==> config.mk <==
export PLATFORM = sky130hd
export DESIGN_NAME = booth_pipe_ctrl
export DESIGN_NICKNAME = d
export VERILOG_FILES = /design/src/rtl/booth_pipe_ctrl.sv
export SDC_FILE = /design/constraint.sdc
export NUM_CORES = 1
export LEC_CHECK = 0
export ABC_CLOCK_PERIOD_IN_PS = 2700
export CAP_MARGIN = 20
export CORE_ASPECT_RATIO = 0.7
export CORE_MARGIN = 8
export CORE_UTILIZATION = 41
export DETAILED_ROUTE_END_ITERATION = 7
export PLACE_DENSITY = 0.85
export SLEW_MARGIN = 20
export SYNTH_ARGS = -nofsm -noshare
export SYNTH_HDL_FRONTEND = slang
export SYNTH_SLANG_ARGS = --single-unit
==> constraint.sdc <==
create_clock -name clk -period 2.7 [get_ports clk]
set_input_delay 0.675 -clock clk [delete_from_list [all_inputs] [get_ports clk]]
set_output_delay 0.675 -clock clk [all_outputs]
set_load 0.02 [all_outputs]
==> src/rtl/booth_pipe_ctrl.sv <==
`default_nettype none
// ============================================================================
// Module   : booth_pipe_ctrl
// Purpose  : Pipeline sequencer for an 8-bit radix-4 Booth multiplier.
//            Accepts operand pairs on a valid/ready handshake, recodes the
//            multiplier into Booth digits, and drives the partial-product
//            load/clear strobes and the enables of the two add stages.
//            Per-stage valid bits give full backpressure, so the datapath
//            sustains one product per cycle and stalls without loss.
// Ports    : clk        - rising-edge clock
//            clr        - synchronous active-low reset
//            in_valid   - operand pair valid
//            in_ready   - controller accepts operands this cycle
//            mcand      - multiplicand (two's complement)
//            mplier     - multiplier (two's complement)
//            flush      - synchronous pipeline flush, active-high
//            out_ready  - consumer accepts result
//            out_valid  - stage-3 result valid
//            pp_load    - load strobes for partial-product registers
//            pp_clr     - clear for partial-product registers
//            booth_code - registered Booth digits, digit i at [3i+2:3i]
//            mcand_q    - registered multiplicand aligned with booth_code
//            sum_en     - stage-2 pair-sum register enable
//            fin_en     - stage-3 final-sum register enable
//            inflight   - number of valid stages (0..3)
// Revision : 1.0 - initial release
// ============================================================================
module booth_pipe_ctrl #(
    parameter int N_PP  = 4,   // only 4 is supported (8-bit operands)
    parameter int CNT_W = 3
) (
    input  logic                clk,
    input  logic                clr,
    input  logic                in_valid,
    output logic                in_ready,
    input  logic [7:0]          mcand,
    input  logic [7:0]          mplier,
    input  logic                flush,
    input  logic                out_ready,
    output logic                out_valid,
    output logic [N_PP-1:0]     pp_load,
    output logic                pp_clr,
    output logic [3*N_PP-1:0]   booth_code,
    output logic [7:0]          mcand_q,
    output logic                sum_en,
    output logic                fin_en,
    output logic [CNT_W-1:0]    inflight
);

    logic               r_v1;
    logic               r_v2;
    logic               r_v3;
    logic [3*N_PP-1:0]  r_booth;
    logic [7:0]         r_mcand;
    logic [CNT_W-1:0]   r_inflight;

    logic               w_run;
    logic               w_fin_en;
    logic               w_sum_en;
    logic               w_in_ready;
    logic               w_acc;
    logic               w_v1_nxt;
    logic               w_v2_nxt;
    logic               w_v3_nxt;
    logic [CNT_W-1:0]   w_cnt_nxt;
    logic [2*N_PP:0]    w_mp_ext;
    logic [3*N_PP-1:0]  w_booth_nxt;

    // Pipe only advances when out of reset and not flushing; this single
    // term forces every enable and in_ready low in both cases.
    assign w_run = clr & ~flush;

    // Enables resolve from the output end backwards: a stage may move when
    // the stage after it is empty or is itself moving this cycle.
    assign w_fin_en   = w_run & r_v2 & (~r_v3 | out_ready);
    assign w_sum_en   = w_run & r_v1 & (~r_v2 | w_fin_en);
    assign w_in_ready = w_run & (~r_v1 | w_sum_en);
    assign w_acc      = in_valid & w_in_ready;

    always_comb begin
        w_v1_nxt = w_acc | (r_v1 & ~w_sum_en);
        w_v2_nxt = w_sum_en | (r_v2 & ~w_fin_en);
        w_v3_nxt = w_fin_en | (r_v3 & ~out_ready);
        if (flush) begin
            w_v1_nxt = 1'b0;
            w_v2_nxt = 1'b0;
            w_v3_nxt = 1'b0;
        end
    end

    assign w_cnt_nxt = CNT_W'(w_v1_nxt) + CNT_W'(w_v2_nxt) + CNT_W'(w_v3_nxt);

    // Appending a zero below the LSB supplies the implicit mplier[-1]=0, so
    // each digit is simply a 3-bit window stepping by two bits.
    assign w_mp_ext = {mplier, 1'b0};

    for (genvar gi = 0; gi < N_PP; gi++) begin : g_booth
        assign w_booth_nxt[3*gi+2:3*gi] = w_mp_ext[2*gi+2:2*gi];
    end

    always_ff @(posedge clk) begin
        if (!clr) begin
            r_v1       <= 1'b0;
            r_v2       <= 1'b0;
            r_v3       <= 1'b0;
            r_booth    <= '0;
            r_mcand    <= '0;
            r_inflight <= '0;
        end else begin
            r_v1       <= w_v1_nxt;
            r_v2       <= w_v2_nxt;
            r_v3       <= w_v3_nxt;
            r_inflight <= w_cnt_nxt;
            if (w_acc) begin
                r_booth <= w_booth_nxt;
                r_mcand <= mcand;
            end
        end
    end

    assign in_ready   = w_in_ready;
    assign pp_load    = {N_PP{w_acc}};
    assign pp_clr     = ~clr | flush;
    assign sum_en     = w_sum_en;
    assign fin_en     = w_fin_en;
    assign out_valid  = r_v3;
    assign booth_code = r_booth;
    assign mcand_q    = r_mcand;
    assign inflight   = r_inflight;

endmodule
`default_nettype wire

==> flow_summary.yaml <==
floorplanning:
  die_x_um: 74.2
  dieArea_um2: 4210
  core_um2: 2190
  rows: 14
  start_util_pct: 44.4
  die_h_um: 56.7
  io_pins: 53
setup_path:
  cp_slowest_cell: "clkdlybuf4s50_1"
  critPathBufInv: 2
  cp.arrival_ns: 1.93
  setup.worst_path.start_class: "primary input"
  crit_chain: "clkdlybuf4s50_1 -> nor2b_1 -> nand2_1 -> and3_1 -> dlygate4sd2_1"
  cp_max_fo: 3
  critPathKind: "primary input to output port"
  cp_slowest_stage_delay_ns: 0.41
  cp.required_ns: 2.03
  critical_path.top_delay_family: "buffers and inverters"
  worstSetupEndpointType: "output port"
worst_hold_path:
  min_path_type: "register to register"
placement:
  placed_cells: 192
  place.gp.congestion: 0.765
  dpl.hpwl_mm: 2.26
  numPortBuffers: 50
  post_dp_cell_area_um2: 1480
pwr:
  ir_drop_mv: 0.231
  powerDensity_nw_per_um2: 416
  leakagePower_nw: 0.627
synth:
  ys_warn_count: 0
  syn_avg_cell_area_um2: 8.60
  synthCells: 113
  synth_area_um2: 972
  ys_ff_latch: 21
  ys_seq_area_share_pct: 43.2
  ys_types: 23
clocking:
  clk_pin_slew_worst_paths_ns: 0.11
  cts_buffers: 3
  cts_tree: "done"
  htreeDepth: 1
  cts_setup_buffers: 0
  cts_buffer_depth: 2
  cts.sinks: 21
  insertion_delay_ns: 0.30
  root_buffer: "clkbuf_4"
route:
  firstDrtPassIters: 4
  routed_wl_mm: 2.81
  routedWlPerCell_um: 14.3
  antenna_left: 0
  drt_iter0_drc: 69
  num_vias: 949
  via_per_inst: 4.84
  drc: 0
global_route:
  grt_max_degree: 17
  antenna_found_initial: 0
  grt_pass1_vias: 977
  grt_pass1_wl_mm: 4.44
  grtUsageTotal_pct: 13.2
  grt_overflow: 0
finish:
  multi_input_area_um2: 414
  final_common_cell: "clkdlybuf4s50_1"
  seq_area_um2: 420
  nFillCells: 212
  area_growth_pct: 54.1
  fin_nets: 187
  antenna_cells: 0
  layout.cells.non_filler: 196
  final_area_um2: 1500
  drive_above_1_share_pct: 16.5
  layout_common_cells: "clkdlybuf4s50_1 (42), dfxtp_1 (21), nand2_1 (19)"
sta:
  setup-violations-final: 0
  slew_viol_final: 0
  final.min_clock_period_ns: 2.60
  finalCritPeriodShare_pct: 96.4
  finalHoldViolCount: 0
  fmax_mhz: 384
  clock_skew_ns: 0.000851
  rsz0062_at_grt: "no"
flow_run:
  drv_cap: 0
run_status:
  status: "finished clean"
## stage by stage
stage                     TNS (ns)  total power [mW]  hold slack [ns]  setup slack (ns)  util (%)
final                            0             0.623            0.466            0.0968      68.4
after global routing             0             0.653            0.492            0.0281      68.4
after global placement      -0.855             0.480            0.443            -0.137      67.6
after floorplan                  0             0.410            0.491             0.458         -
after CTS                        0             0.629            0.467             0.100      68.4
after detailed placement     -1.10             0.484            0.451            -0.174      67.6
## cells by family (layout without fill, tap and decap cells)
logic type | Yosys count | in the layout | share of synthesized area [%]
DFF | 21 | 21 | 43.2
other | 1 | 2 | 0.386
and+or+nand+nor | 47 | 47 | 24.1
adders and majority gates | 1 | 1 | 2.06
AOI/OAI and AO/OA | 23 | 23 | 15.7
buffers and inverters | 20 | 70 | 14.5
## synth_stat cells, drive strengths merged
| cell type | n | area (µm²) |
|---|---|---|
| dfxtp | 21 | 420 |
| nand2 | 19 | 71.3 |
| o21ai | 18 | 124 |
| nand3 | 16 | 80.1 |
| buf | 13 | 115 |
| a21oi | 4 | 20.0 |
| and2 | 4 | 27.5 |
| inv | 4 | 15.0 |
| clkbuf | 3 | 11.3 |
| nor2 | 3 | 11.3 |
| a311oi | 1 | 8.76 |
| and2b | 1 | 7.51 |
| and3 | 1 | 6.26 |
| and3b | 1 | 8.76 |
| conb | 1 | 3.75 |
| fa | 1 | 20.0 |
| nand4b | 1 | 15.0 |
| nor2b | 1 | 6.26 |
## worst paths after layout
kind	from	to	slack, ns	depth (start not counted)
worst max-delay path	out_ready	sum_en	0.1	5
worst min-delay path	mcand_q[2]$_SDFFE_PN0P_	mcand_q[2]$_SDFFE_PN0P_	0.47	2
worst max register to register	out_valid$_SDFF_PN0_	inflight[0]$_SDFF_PN0_	0.72	6
worst min register to register	mcand_q[2]$_SDFFE_PN0P_	mcand_q[2]$_SDFFE_PN0P_	0.47	2
## power breakdown
part           switching, mW  leakage (nW)  internal, mW
logic                 0.0667         0.438        0.0732
registers            0.00829         0.172         0.324
clock network         0.0951        0.0177        0.0552
total                  0.170         0.627         0.453
## registers in the layout, summed over array words and instances, names as in the netlist
register and flops:
mcand_q 8, out_valid 1, inflight 2, r_v2 1, r_v1 1, booth_code 8
## worst register-to-register path, delay by kind of cell, from the launching register on
family                     cells  cell delay, ns
and+or+nand+nor                3            0.54
adders and majority gates      1            0.45
DFF                            1            0.40
AOI/OAI and AO/OA              1            0.37
buffers and inverters          1            0.14
## per-layer routing
metal / track usage (%) / vias to the layer above / share of wire (%)
li1: - / 463 / -
met1: 13.5 / 440 / 41
met2: 23.0 / 46 / 47
met3: 7.79 / 0 / 12
met4: 1.70 / 0 / 0
met5: 0 / - / 0
## final cells by class
| cell class | count | area share (%) |
|---|---|---|
| well taps | 32 | 2.67 |
| flip-flops and latches | 21 | 28.1 |
| inverters | 4 | 1.00 |
| repair buffers | 62 | 38.8 |
| multi-input cells | 73 | 27.7 |
| clock inverters | 1 | 0.334 |
| clock buffers | 3 | 1.50 |
## repair_timing
action                     4_1_cts  5_1_grt
resized for setup                8        0
hold buffers                     0        0
setup endpoints to repair        8        0
Note: power is estimated with default switching activity, not from simulation.
